$ cat config.mk
export PLATFORM = sky130hd
export DESIGN_NAME = color_palette_ctrl
export DESIGN_NICKNAME = d
export VERILOG_FILES = /design/src/rtl/vga_pkg.sv /design/src/rtl/btn_debounce.sv /design/src/rtl/color_palette_ctrl.sv
export SDC_FILE = /design/constraint.sdc
export NUM_CORES = 1
export LEC_CHECK = 0
export ABC_AREA = 0
export CORE_MARGIN = 1
export CORE_UTILIZATION = 45
export DETAILED_ROUTE_END_ITERATION = 10
export DONT_BUFFER_PORTS = 1
export HOLD_SLACK_MARGIN = 0.05
export PLACE_DENSITY_LB_ADDON = 0.3
export SLEW_MARGIN = 20
export SYNTH_ARGS = -nofsm -noshare
export SYNTH_HDL_FRONTEND = slang
export SYNTH_SLANG_ARGS = --single-unit
$ cat constraint.sdc
create_clock -name iclk -period 3.48 [get_ports iclk]
set_clock_uncertainty 0.05 [all_clocks]
set_input_delay 0.696 -clock iclk [delete_from_list [all_inputs] [get_ports iclk]]
set_output_delay 0.696 -clock iclk [all_outputs]
set_load 0.005 [all_outputs]
$ cat src/rtl/vga_pkg.sv
// Shared types for the VGA colour-capture path.
// Latency: n/a (types and constants only).
// Backpressure: n/a.
package vga_pkg;

  localparam int COLOR_W_DEF = 24;

  typedef logic [COLOR_W_DEF-1:0] color_t;

  typedef enum logic [1:0] {
    IDLE,
    PRESS_WAIT,
    HELD,
    RELEASE_WAIT
  } dbnc_state_t;

endpackage

$ cat src/rtl/btn_debounce.sv
// Push-button synchroniser plus debounce FSM producing one strobe per accepted press.
// Latency: strobe appears 3+DEBOUNCE_CYC edges after the raw button goes and stays high.
// Backpressure: none; bounces shorter than DEBOUNCE_CYC and releases produce no strobe.
module btn_debounce
  import vga_pkg::*;
#(
  parameter int DEBOUNCE_CYC = 1_000_000
) (
  input  logic iclk,
  input  logic irst,
  input  logic ibtn,
  output logic opress
);

  localparam int CNT_W = $clog2(DEBOUNCE_CYC) + 1;
  localparam logic [CNT_W-1:0] CNT_LAST = CNT_W'(DEBOUNCE_CYC - 1);

  logic             btn_m;
  logic             btn_s;
  dbnc_state_t      state;
  logic [CNT_W-1:0] cnt;

  // Two-flop synchroniser; the only place the raw button is sampled.
  always_ff @(posedge iclk or negedge irst) begin
    if (!irst) begin
      btn_m <= 1'b0;
      btn_s <= 1'b0;
    end else begin
      btn_m <= ibtn;
      btn_s <= btn_m;
    end
  end

  // Debounce FSM: a level must hold for DEBOUNCE_CYC cycles; strobe only on accepted press.
  always_ff @(posedge iclk or negedge irst) begin
    if (!irst) begin
      state  <= IDLE;
      cnt    <= '0;
      opress <= 1'b0;
    end else begin
      opress <= 1'b0;
      case (state)
        IDLE: begin
          if (btn_s) begin
            state <= PRESS_WAIT;
            cnt   <= '0;
          end
        end
        PRESS_WAIT: begin
          if (!btn_s) begin
            state <= IDLE;
          end else if (cnt == CNT_LAST) begin
            state  <= HELD;
            opress <= 1'b1;
          end else begin
            cnt <= cnt + CNT_W'(1);
          end
        end
        HELD: begin
          if (!btn_s) begin
            state <= RELEASE_WAIT;
            cnt   <= '0;
          end
        end
        RELEASE_WAIT: begin
          if (btn_s) begin
            state <= HELD;
          end else if (cnt == CNT_LAST) begin
            state <= IDLE;
          end else begin
            cnt <= cnt + CNT_W'(1);
          end
        end
        default: begin
          state <= IDLE;
          cnt   <= '0;
        end
      endcase
    end
  end

endmodule

$ cat src/rtl/color_palette_ctrl.sv
// Button-driven colour capture into an N-entry palette with registered read port.
// Latency: capture one edge after owr_pulse; read data one edge after irsel.
// Backpressure: none; when full and WRAP=0 further presses are dropped, clear beats capture.
module color_palette_ctrl
  import vga_pkg::*;
#(
  parameter int NUM_COLORS   = 4,
  parameter int COLOR_W      = COLOR_W_DEF,
  parameter int DEBOUNCE_CYC = 1_000_000,
  parameter int WRAP         = 1,
  localparam int IW          = (NUM_COLORS > 2) ? $clog2(NUM_COLORS) : 1,
  localparam int CW          = $clog2(NUM_COLORS + 1)
) (
  input  logic               iclk,
  input  logic               irst,
  input  logic               ibtn,
  input  logic [COLOR_W-1:0] icolor,
  input  logic               iclear,
  input  logic [IW-1:0]      irsel,
  output logic [COLOR_W-1:0] ordata,
  output logic [IW-1:0]      oidx,
  output logic [CW-1:0]      ocount,
  output logic               ofull,
  output logic               owr_pulse
);

  localparam logic [IW-1:0] IDX_LAST = IW'(NUM_COLORS - 1);
  localparam logic [CW-1:0] CNT_MAX  = CW'(NUM_COLORS);

  logic [COLOR_W-1:0] palette [NUM_COLORS];
  logic               capture;
  logic [IW-1:0]      idx_nxt;
  logic [CW-1:0]      cnt_nxt;

  // The debouncer's registered strobe is the write pulse; capture happens on the following edge.
  btn_debounce #(
    .DEBOUNCE_CYC(DEBOUNCE_CYC)
  ) u_btn_debounce (
    .iclk  (iclk),
    .irst  (irst),
    .ibtn  (ibtn),
    .opress(owr_pulse)
  );

  // Next write index (wrapping) and saturating count for an accepted capture.
  always_comb begin
    capture = owr_pulse && (!ofull || (WRAP != 0)) && !iclear;
    idx_nxt = (oidx == IDX_LAST) ? '0 : oidx + IW'(1);
    cnt_nxt = (ocount == CNT_MAX) ? ocount : ocount + CW'(1);
  end

  // Write index, count and full flag; clear takes priority over a same-cycle capture.
  always_ff @(posedge iclk or negedge irst) begin
    if (!irst) begin
      oidx   <= '0;
      ocount <= '0;
      ofull  <= 1'b0;
    end else if (iclear) begin
      oidx   <= '0;
      ocount <= '0;
      ofull  <= 1'b0;
    end else if (capture) begin
      oidx   <= idx_nxt;
      ocount <= cnt_nxt;
      ofull  <= (cnt_nxt == CNT_MAX);
    end
  end

  // Palette storage; contents survive a clear and are only zeroed by reset.
  always_ff @(posedge iclk or negedge irst) begin
    if (!irst) begin
      for (int i = 0; i < NUM_COLORS; i++) begin
        palette[i] <= '0;
      end
    end else if (capture) begin
      palette[oidx] <= icolor;
    end
  end

  // Registered read port; same-cycle read of the slot being written returns the old value.
  always_ff @(posedge iclk or negedge irst) begin
    if (!irst) begin
      ordata <= '0;
    end else if (int'(irsel) < NUM_COLORS) begin
      ordata <= palette[irsel];
    end else begin
      ordata <= '0;
    end
  end

endmodule

==> summary.md <==
| Metric | Value |
|---|---|
| Wire per inst | ~19 microns |
| Ys async rst share | 100.0% |
| Slowest CP cell | o311ai_0 |
| Fin nets | 488 |
| Num CTS Buffers | 17 |
| Failing checks | hold timing |
| Post-synth cell types | 45 |
| PwrDens | 493.6 mW/mm^2 |
| Layout cells sized above 1 | 35.34% |
| Flops & latches, synth | 152 |
| H-tree depth | 4 |
| CP Class | register to register |
| Clock latency on the worst-skew pair | roughly 430 ps |
| Utilization after layout | around 52% |
| Iter 0 DRT Violations | 229 |
| CP max stage delay | 490 ps |
| Area after DPL | 0.006710 sq mm |
| Area growth from synthesis to layout | 10.99% |
| Count leader, synth | dfrtp_1 |
| Final setup TNS | 0 ps |
| Main synth FF type | dfrtp_1 |
| Antenna-violating nets left | 0 |
| Register area share after synthesis | 58.02% |
| Minimum clock period | 2002 ps |
| Die X | 122.7 microns |
| Clk slew on worst S/H paths | around 60 ps |
| Period utilization | between 50% and 60% |
| Clock tree root driver cell | clkbuf_16 |
| Slew headroom | 63.13% |
| CP max FO | 16 |
| Post-CTS Setup Bufs | 0 |
| Clock sink total | ~150 |
| CP Capture Type | register |
| Gr usage total | 17.68% |
| Crit path required time | 3720 ps |
| Unrepaired setup endpoints after global routing | no |
| Max Cap Violations | 0 |
| Post-DR vias/cell | 5.828 |
| Tightest Pin Transition | between 500 and 600 ps |
| Hold Vio Cnt, Final | 152 |
| Pleak | 0.003495 uW |
| Drt total wl | around 12 mm |
| DIE AREA | around 0.015 sq mm |
| Fin. max-slew vios | 0 |
| Top cell type's share of synthesized area | 58.02% |
| Mapped Area | 0.006556 sq mm |
| N_diodes | 0 |
| Worst Path Arrival | roughly 2200 ps |
| Post-DP HPWL | ~7.3 mm |
| Pin count of the biggest net entering global routing | 153 |
| Design Area, Final | 0.007277 sq mm |
| Vias | 3753 |
| Peak supply drop | between 0.3 and 0.4 mV |
| CTS tree | done |
| Clock share of power | around half |
| Crit path cell chain | xor2_2, nand3_2, o311ai_0, o41ai_1 |
| DRC Markers | 0 |
| Die H | 122.7 microns |
| Run status | finished, violations left |
| Vias in the first global route | 3818 |
| Initial core utilization | 46.69% |
| Hold Slack | -85.14 ps |
| DRT Pass-1 Iters | 4 |
| Post-CTS Resized | 0 |
| Synth warn | 0 |
| F_max | 499.6 MHz |
| Sw frac | approximately 22% |
| Crit start category | register |
| RD Place Congestion | just over 0.8 |
| Main area contributors after synthesis | dfrtp_1 58%, mux2_2 17%, mux4_2 8.2% |
| GRT overflow | 0 |
| First-pass GRT wire length | 19.64 mm |
| FP Rows | 43 |
| Combinational share of power | under 10% |
| Psw | 794.8 uW |
| Initial antenna violation count | 0 |
| Syn Nets | 488 |
| Hold Crit Class | primary input to async pin |
| Family with the most delay on the worst path | compound AO/OA/AOI/OAI gates |
| IO Pins | 61 |
| Setup Viol. Count Final | 0 |
| Clock Path Buffers | 2 |
| Synth cell count leaders | 152 x dfrtp_1, 100 x mux2_2, 24 x mux4_2, 24 x nand2_1, 12 x buf_2 |
| # port buffers | 0 |
| Buffers & Inverters on Critical Path | 0 |
| Post-Syn Instances | between 400 and 500 |
| Leading area contributor after synthesis | dfrtp_1 |
| Reg power frac | 49.8% |
| Area of the core | roughly 0.014 sq mm |
| Internal Power | 2797 uW |
| Post-synth EDFFs | 0 |
| Avg Cell Area, Syn | 14.54 sq um |
==> per-layer routing <==
layer	track usage [%]	wire length (microns)
met5	0	0
met4	7.927	183
met3	6.831	767
met2	26.40	5728
met1	22.70	5469
==> power by group through the flow <==
stage / Sequential, uW / Clock [uW] / Combinational (uW)
after global routing: 1790 / 1890 / 44.2
after CTS: 1790 / 1810 / 40.3
after global placement: 1820 / 0 / 39.5
final: 1790 / 1760 / 40.0
after floorplan: 1810 / 0 / 53.9
after detailed placement: 1820 / 0 / 40.3
==> final timing paths <==
kind	start	to	slack (ps)	cells past startpoint
setup reg to reg	register	u_btn_debounce.cnt[18]$_DFFE_PN0P_	1480	4
hold reg to reg	u_btn_debounce.btn_m$_DFF_PN0_	u_btn_debounce.btn_s$_DFF_PN0_	370	0
max in group asynchronous	irst	palette[60]$_DFFE_PN0P_	3230	0
hold / removal	irst	ordata[14]$_DFF_PN0_	-90	0
min in group iclk	ibtn	u_btn_debounce.btn_m$_DFF_PN0_	250	0
setup / recovery	register	u_btn_debounce.cnt[18]$_DFFE_PN0P_	1480	4
==> flip-flops by register name, summed over array words and instances, names as in the netlist, named ones only <==
| register | count |
|---|---|
| palette | 96 |
| ordata | 24 |
| u_btn_debounce.cnt | 21 |
| ocount | 3 |
| oidx | 2 |
| ofull | 1 |
| u_btn_debounce.btn_m | 1 |
| u_btn_debounce.btn_s | 1 |
| u_btn_debounce.opress | 1 |
| u_btn_debounce.state | 1 |
==> stage by stage <==
stage          worst slack [ps]  power (uW)  hold slack, ps  cells
2_1_floorplan              1461        1866           281.2    451
3_5_place_dp               1566        1861           349.3    612
3_3_place_gp               1602        1860           355.8    612
4_1_cts                    1537        3639          -107.6    644
5_1_grt                    1303        3727          -112.3    644
6_report                   1478        3592          -85.14    644
==> cells by family (layout without fill, tap and decap cells) <==
kind of cell / count (synthesis) / after routing / share of synthesized area (%)
buf+inv: 32 / 45 / 2.118
flops: 152 / 152 / 58.02
simple gates: 90 / 90 / 7.634
fa+ha+maj: 7 / 7 / 1.336
compound gates: 40 / 40 / 4.504
xor+xnor: 3 / 3 / 0.5154
mux: 127 / 127 / 25.88
==> final cells by class <==
class	instances	area (sq um)
fillers	1154	6765
flip-flops and latches	152	3804
clock buffers	17	425.4
repair buffers	5	37.54
multi-input cells	267	2614
inverters	8	30.03
clock inverters	15	141.4
well taps	180	225.2
==> cell usage in the layout (no fill, tap or decap), drive strengths merged, types with 2 or more instances in the layout <==
cell / n
mux4: 24
o31ai: 3
nor2b: 3
nor3: 2
and3: 4
a21oi: 7
nand4b: 2
ha: 7
inv: 16
clkinvlp: 2
mux2: 100
nand2b: 7
clkinv: 4
dfrtp: 152
o41ai: 5
nor3b: 2
o21ai: 3
nand2: 24
buf: 5
o2111ai: 2
or4: 5
mux2i: 3
and4: 2
clkbuf: 17
nor2: 11
nor4b: 5
o211ai: 4
nand3: 11
xnor2: 2
a31oi: 3
nand4: 7
a22o: 3
or2: 2
o311ai: 5
No activity file was read; power rests on OpenSTA's default activity.
